## config.mk

```make
export PLATFORM = sky130hd
export DESIGN_NAME = vga_cell_arbiter
export DESIGN_NICKNAME = d
export VERILOG_FILES = /design/src/rtl/vga_cell_arbiter.sv
export SDC_FILE = /design/constraint.sdc
export NUM_CORES = 1
export LEC_CHECK = 0
export CORE_MARGIN = 5
export CORE_UTILIZATION = 46
export CTS_BUF_LIST = sky130_fd_sc_hd__clkbuf_8
export DETAILED_ROUTE_END_ITERATION = 12
export MAX_ROUTING_LAYER = met4
export PLACE_DENSITY = 0.9
export SYNTH_ARGS = -nofsm -noshare
export SYNTH_HDL_FRONTEND = slang
export SYNTH_SLANG_ARGS = --single-unit
```

## constraint.sdc

```tcl
create_clock -name i_clk -period 2 [get_ports i_clk]
set_input_delay 0.6 -clock i_clk [delete_from_list [all_inputs] [get_ports i_clk]]
set_output_delay 0.6 -clock i_clk [all_outputs]
set_load 0.03 [all_outputs]
```

## src/rtl/vga_cell_arbiter.sv

```systemverilog
// Single-port board RAM arbiter between the VGA pixel reader and the PicoBlaze port interface.
// Optional ARB_STATS_EN adds saturating miss/stall statistics counters.
//
// state     | meaning
// ----------+--------------------------------------------------------------
// C_IDLE    | no CPU transaction in flight; CPU may compete for the port
// C_RD_WAIT | read issued to RAM, waiting for synchronous read data
// C_DONE    | access complete; ack (and read capture) registered on exit
module vga_cell_arbiter #(
   parameter int                ADDR_W       = 8,
   parameter int                DATA_W       = 8,
   parameter int                STARVE_LIMIT = 15,
   parameter logic [DATA_W-1:0] BG_COLOR     = '0
) (
   input  logic              i_clk,
   input  logic              i_reset,
   input  logic              i_video_on,
   input  logic              i_vga_req,
   input  logic [ADDR_W-1:0] i_vga_addr,
   output logic              o_vga_valid,
   output logic              o_vga_miss,
   output logic [DATA_W-1:0] o_vga_data,
   input  logic              i_cpu_req,
   input  logic              i_cpu_we,
   input  logic [ADDR_W-1:0] i_cpu_addr,
   input  logic [DATA_W-1:0] i_cpu_wdata,
   output logic              o_cpu_ack,
   output logic [DATA_W-1:0] o_cpu_rdata,
   output logic [ADDR_W-1:0] o_mem_addr,
   output logic              o_mem_we,
   output logic [DATA_W-1:0] o_mem_wdata,
   input  logic [DATA_W-1:0] i_mem_rdata
`ifdef ARB_STATS_EN
  ,output logic [15:0]       o_stat_miss,
   output logic [15:0]       o_stat_stall
`endif
);

   typedef enum logic [1:0] {
      C_IDLE    = 2'd0,
      C_RD_WAIT = 2'd1,
      C_DONE    = 2'd2
   } cpu_state_t;

   localparam logic [7:0] LP_LIMIT = 8'(STARVE_LIMIT);

   cpu_state_t        r_state;
   cpu_state_t        w_state_nxt;

   logic [7:0]        r_starve;
   logic              r_cpu_is_rd;
   logic              r_cpu_ack;
   logic [DATA_W-1:0] r_cpu_rdata;

   logic [ADDR_W-1:0] r_mem_addr;
   logic              r_mem_we;
   logic [DATA_W-1:0] r_mem_wdata;

   logic              r_vga_hit1;
   logic              r_vga_miss1;
   logic              r_vga_hit2;
   logic              r_vga_miss2;
   logic              r_vga_valid;
   logic              r_vga_miss;
   logic [DATA_W-1:0] r_vga_data;

   logic              w_cpu_pend;
   logic              w_cpu_win;
   logic              w_vga_win;
   logic              w_vga_drop;
   logic              w_ack_nxt;
   logic              w_rd_capture;

   // The ack cycle is excluded so a requester still holding cpu_req is not re-granted.
   assign w_cpu_pend = i_cpu_req && (r_state == C_IDLE) && !r_cpu_ack;
   assign w_cpu_win  = w_cpu_pend &&
                       (!i_vga_req || !i_video_on || (r_starve == LP_LIMIT));
   assign w_vga_win  = i_vga_req && !w_cpu_win;
   assign w_vga_drop = i_vga_req && w_cpu_win;

   always_ff @(posedge i_clk) begin
      if (i_reset) begin
         r_state <= C_IDLE;
      end else begin
         r_state <= w_state_nxt;
      end
   end

   always_comb begin
      w_state_nxt  = r_state;
      w_ack_nxt    = 1'b0;
      w_rd_capture = 1'b0;
      case (r_state)
         C_IDLE: begin
            if (w_cpu_win) begin
               w_state_nxt = i_cpu_we ? C_DONE : C_RD_WAIT;
            end
         end
         C_RD_WAIT: begin
            w_state_nxt = C_DONE;
         end
         C_DONE: begin
            w_state_nxt  = C_IDLE;
            w_ack_nxt    = 1'b1;
            w_rd_capture = r_cpu_is_rd;
         end
         default: begin
            w_state_nxt = C_IDLE;
         end
      endcase
   end

   always_ff @(posedge i_clk) begin
      if (i_reset) begin
         r_starve    <= '0;
         r_cpu_is_rd <= 1'b0;
         r_cpu_ack   <= 1'b0;
         r_cpu_rdata <= '0;
      end else begin
         if (w_cpu_pend && !w_cpu_win) begin
            if (r_starve != 8'hFF) begin
               r_starve <= r_starve + 8'd1;
            end
         end else begin
            r_starve <= '0;
         end
         if (w_cpu_win) begin
            r_cpu_is_rd <= !i_cpu_we;
         end
         r_cpu_ack <= w_ack_nxt;
         // Read data left RAM one edge ago; it is still on the bus even if VGA now owns the port.
         if (w_rd_capture) begin
            r_cpu_rdata <= i_mem_rdata;
         end
      end
   end

   always_ff @(posedge i_clk) begin
      if (i_reset) begin
         r_mem_addr  <= '0;
         r_mem_we    <= 1'b0;
         r_mem_wdata <= '0;
      end else begin
         if (w_cpu_win) begin
            r_mem_addr  <= i_cpu_addr;
            r_mem_we    <= i_cpu_we;
            r_mem_wdata <= i_cpu_wdata;
         end else begin
            r_mem_we <= 1'b0;
            if (w_vga_win) begin
               r_mem_addr <= i_vga_addr;
            end
         end
      end
   end

   always_ff @(posedge i_clk) begin
      if (i_reset) begin
         r_vga_hit1  <= 1'b0;
         r_vga_miss1 <= 1'b0;
         r_vga_hit2  <= 1'b0;
         r_vga_miss2 <= 1'b0;
         r_vga_valid <= 1'b0;
         r_vga_miss  <= 1'b0;
         r_vga_data  <= '0;
      end else begin
         r_vga_hit1  <= w_vga_win;
         r_vga_miss1 <= w_vga_drop;
         r_vga_hit2  <= r_vga_hit1;
         r_vga_miss2 <= r_vga_miss1;
         r_vga_valid <= r_vga_hit2;
         r_vga_miss  <= r_vga_miss2;
         if (r_vga_hit2) begin
            r_vga_data <= i_mem_rdata;
         end else if (r_vga_miss2) begin
            r_vga_data <= BG_COLOR;
         end
      end
   end

   assign o_vga_valid = r_vga_valid;
   assign o_vga_miss  = r_vga_miss;
   assign o_vga_data  = r_vga_data;
   assign o_cpu_ack   = r_cpu_ack;
   assign o_cpu_rdata = r_cpu_rdata;
   assign o_mem_addr  = r_mem_addr;
   assign o_mem_we    = r_mem_we;
   assign o_mem_wdata = r_mem_wdata;

`ifdef ARB_STATS_EN
   logic        r_video_d;
   logic [15:0] r_stat_miss;
   logic [15:0] r_stat_stall;
   logic        w_stat_clr;

   assign w_stat_clr = i_video_on && !r_video_d;

   always_ff @(posedge i_clk) begin
      if (i_reset) begin
         r_video_d    <= 1'b0;
         r_stat_miss  <= '0;
         r_stat_stall <= '0;
      end else begin
         r_video_d <= i_video_on;
         if (w_stat_clr) begin
            r_stat_miss  <= '0;
            r_stat_stall <= '0;
         end else begin
            if (r_vga_miss && (r_stat_miss != 16'hFFFF)) begin
               r_stat_miss <= r_stat_miss + 16'd1;
            end
            if ((r_starve != 8'd0) && (r_stat_stall != 16'hFFFF)) begin
               r_stat_stall <= r_stat_stall + 16'd1;
            end
         end
      end
   end

   assign o_stat_miss  = r_stat_miss;
   assign o_stat_stall = r_stat_stall;
`endif

endmodule

```

==> results.toml <==
[detailed_routing]
drc = 0
finalWirelength_um = 4888
ant_nets = 0
post_drt_wl_per_cell_um = 14.46
firstDrtPassIters = 5
viasPerCell = 5.405
vias = 1827
drt_iter0_markers = 55

[worst_setup_path]
regToRegSetupSlack_ns = 0.33
cpPeakStageDelay_ns = 0.70
critPathMaxFanout = 2
crit_type = "register to primary output"
arrival_ns = 1.35
critPathTopFamily = "buffers and inverters"
slowest_stage = "clkdlybuf4s50_1"
worstPathRequired_ns = 1.40
startpoint_type = "register"
cp-end-kind = "primary output"
crit_buf_inv = 1
cp_cell_sequence = "clkdlybuf4s50_1"

[final_layout]
finalNetCount = 325
synthToLayoutAreaGrowth_pct = 43.12
drive_above_1_share_pct = 11.19
stdcell_count = 338
antenna-diode-count = 0

[global_route]
track_usage_pct = 16.71
grt_pass1_wl_um = 8059
grt-ovfl-total = 0
grt_max_degree = 27
antenna_found_initial = 0
first_global_vias = 1860

[flow_run]
max_cap_viol_count = 0

[clocking]
cts_tree = "yes"
clkTransAtPathRegs_ns = 0.09
htreeDepth = 2
hold_buffers = 0
cts.sinks = 51
clockBufferDepth = 2
post_cts_buffers = 0
root_buffer = "clkbuf_8"
clk-insertion-delay-late_ns = 0.30
cts-buffers-inserted = 5

[outcome]
status = "finished, final reports clean"

[timing]
drv_slew = 0
hold_ws_ns = 0.4414
rsz0062_at_grt = "false"
fin_crit_ns = 1.948
max_slew_margin_pct = 63.27
fin_skew_ns = 0.005818
post-route-period-util_pct = 97.39
fmax_ghz = 0.5134
setup_violations = 0
tightest_slew_ns = 0.5493
final-hold-violation-count = 0

[power_and_ir_drop]
power_mw = 2.153
leakage_nw = 1.153
vdd_drop_max_mv = 0.5062
powerDensity_nw_per_um2 = 729.2

[yosys]
ys_ff_latch = 51
syn-cell-area_um2 = 2063
synth-main-ff-cell = "dfxtp_1"
yosysWarningCount = 0
synth.distinct_cells = 35
postSynthAreaPerCell_um2 = 9.778
synth-async-reset-ratio_pct = 0
synth.net_count = 250
synth_edf_count = 0
synth_cells = 211
ys_seq_area_share_pct = 49.48

[place]
dp_hpwl_um = 3711
gp_congestion = 0.8271
io_buffers = 73
dp_cells = 331

[floorplan]
fp.coreArea_um2 = 4354
dieArea_um2 = 5924
rows = 24
die_h_um = 76.97
io_pins = 74
die_w_um = 76.97
start_util_pct = 47.39

[min_path]
hold_path.class = "register to register"
-- cell usage in the layout (no fill, tap or decap), types with 2 or more instances in the layout --
master	n
nand2_1	6
o21ai_2	8
a21oi_1	18
nand3_1	10
clkdlybuf4s50_1	72
nor2_1	25
buf_4	9
nor3_1	13
mux2i_1	17
a31oi_1	2
nor3b_1	11
xor2_1	2
dfxtp_1	51
nor2b_1	4
clkbuf_8	5
a211oi_1	9
and3_1	3
-- worst paths after layout --
path,from,to,cells after the start
worst max-delay path,o_mem_wdata[0],o_mem_wdata[0],1
worst min-delay path,r_vga_miss1,r_vga_miss2,1
worst max register to register,r_starve[7],o_mem_addr[7],5
worst min register to register,r_vga_miss1,r_vga_miss2,1
-- power by group --
part           switching [mW]  leakage (nW)  internal, mW
sequential             0.0292         0.416          1.06
clock                   0.316        0.0502         0.366
combinational           0.194         0.687         0.191
total                   0.539          1.15          1.61
-- Yosys cell counts, types with 2 or more instances --
cell / instances / area share, %
a211oi_1: 9 / 3.3
mux2i_1: 17 / 8.2
nor3_1: 13 / 3.2
nor2b_1: 4 / 1.2
a21oi_1: 18 / 4.4
buf_6: 4 / 2.2
xor2_1: 2 / 0.85
o21ai_2: 8 / 3.4
nor2_1: 25 / 4.5
nand2_1: 6 / 1.1
clkbuf_1: 9 / 1.6
nor3b_1: 11 / 4.0
a31oi_1: 2 / 0.61
and3_1: 3 / 0.91
nand3_1: 10 / 2.4
dfxtp_1: 51 / 49
-- what timing repair did --
item	in CTS	in global routing
resized for setup	0	2
setup endpoints to repair	0	4
hold endpoints to repair	0	0
-- flip-flops by register name, summed over array words and instances, names as in the netlist, 2 cells and up --
register	count
r_state	2
r_starve	8
o_mem_addr	8
o_mem_wdata	8
o_cpu_rdata	8
o_vga_data	8
-- layer usage --
| layer | GRT usage, % | vias to the layer above | routed length (um) | part of all wire, % |
|---|---|---|---|---|
| met5 | - | - | 0 | 0 |
| li1 | - | 899 | - | - |
| met3 | 4.450 | 5 | 241 | 4.9 |
| met4 | 4.296 | 0 | 38 | 0.78 |
| met2 | 29.97 | 49 | 2541 | 52 |
| met1 | 18.23 | 874 | 2067 | 42 |
-- cell families (layout without fill, tap and decap cells) --
logic type / Yosys count / in the layout / synth area share [%]
buffers and inverters: 15 / 90 / 4.366
XOR/XNOR: 2 / 2 / 0.8492
AO/OA/AOI/OAI: 42 / 42 / 13.77
adder cells (fa/ha/maj): 1 / 1 / 0.6063
flip-flops: 51 / 51 / 49.48
AND/OR/NAND/NOR: 83 / 83 / 22.68
multiplexers: 17 / 17 / 8.247
-- per-stage QoR --
step / utilization, % / area, um2 / TNS [ns] / setup slack [ns]
detailed placement: 65.23 / 2840 / -6.370 / -0.2826
global route: 67.82 / 2953 / 0 / 0.0002265
CTS: 67.67 / 2947 / 0 / 0.008299
finish: 67.82 / 2953 / 0 / 0.05226
floorplan: - / 2063 / 0 / 0.2719
global placement: 65.23 / 2840 / -5.482 / -0.2315
-- cell type report --
| cell class | count | area (um2) |
|---|---|---|
| clock buffers | 5 | 68.82 |
| well taps | 52 | 65.06 |
| clock inverters | 2 | 37.54 |
| inverters | 1 | 3.754 |
| repair buffers | 82 | 800.8 |
| multi-input cells | 145 | 955.9 |
| fillers | 327 | 1401 |
| flip-flops and latches | 51 | 1021 |
(Power assumes the default switching activity.)
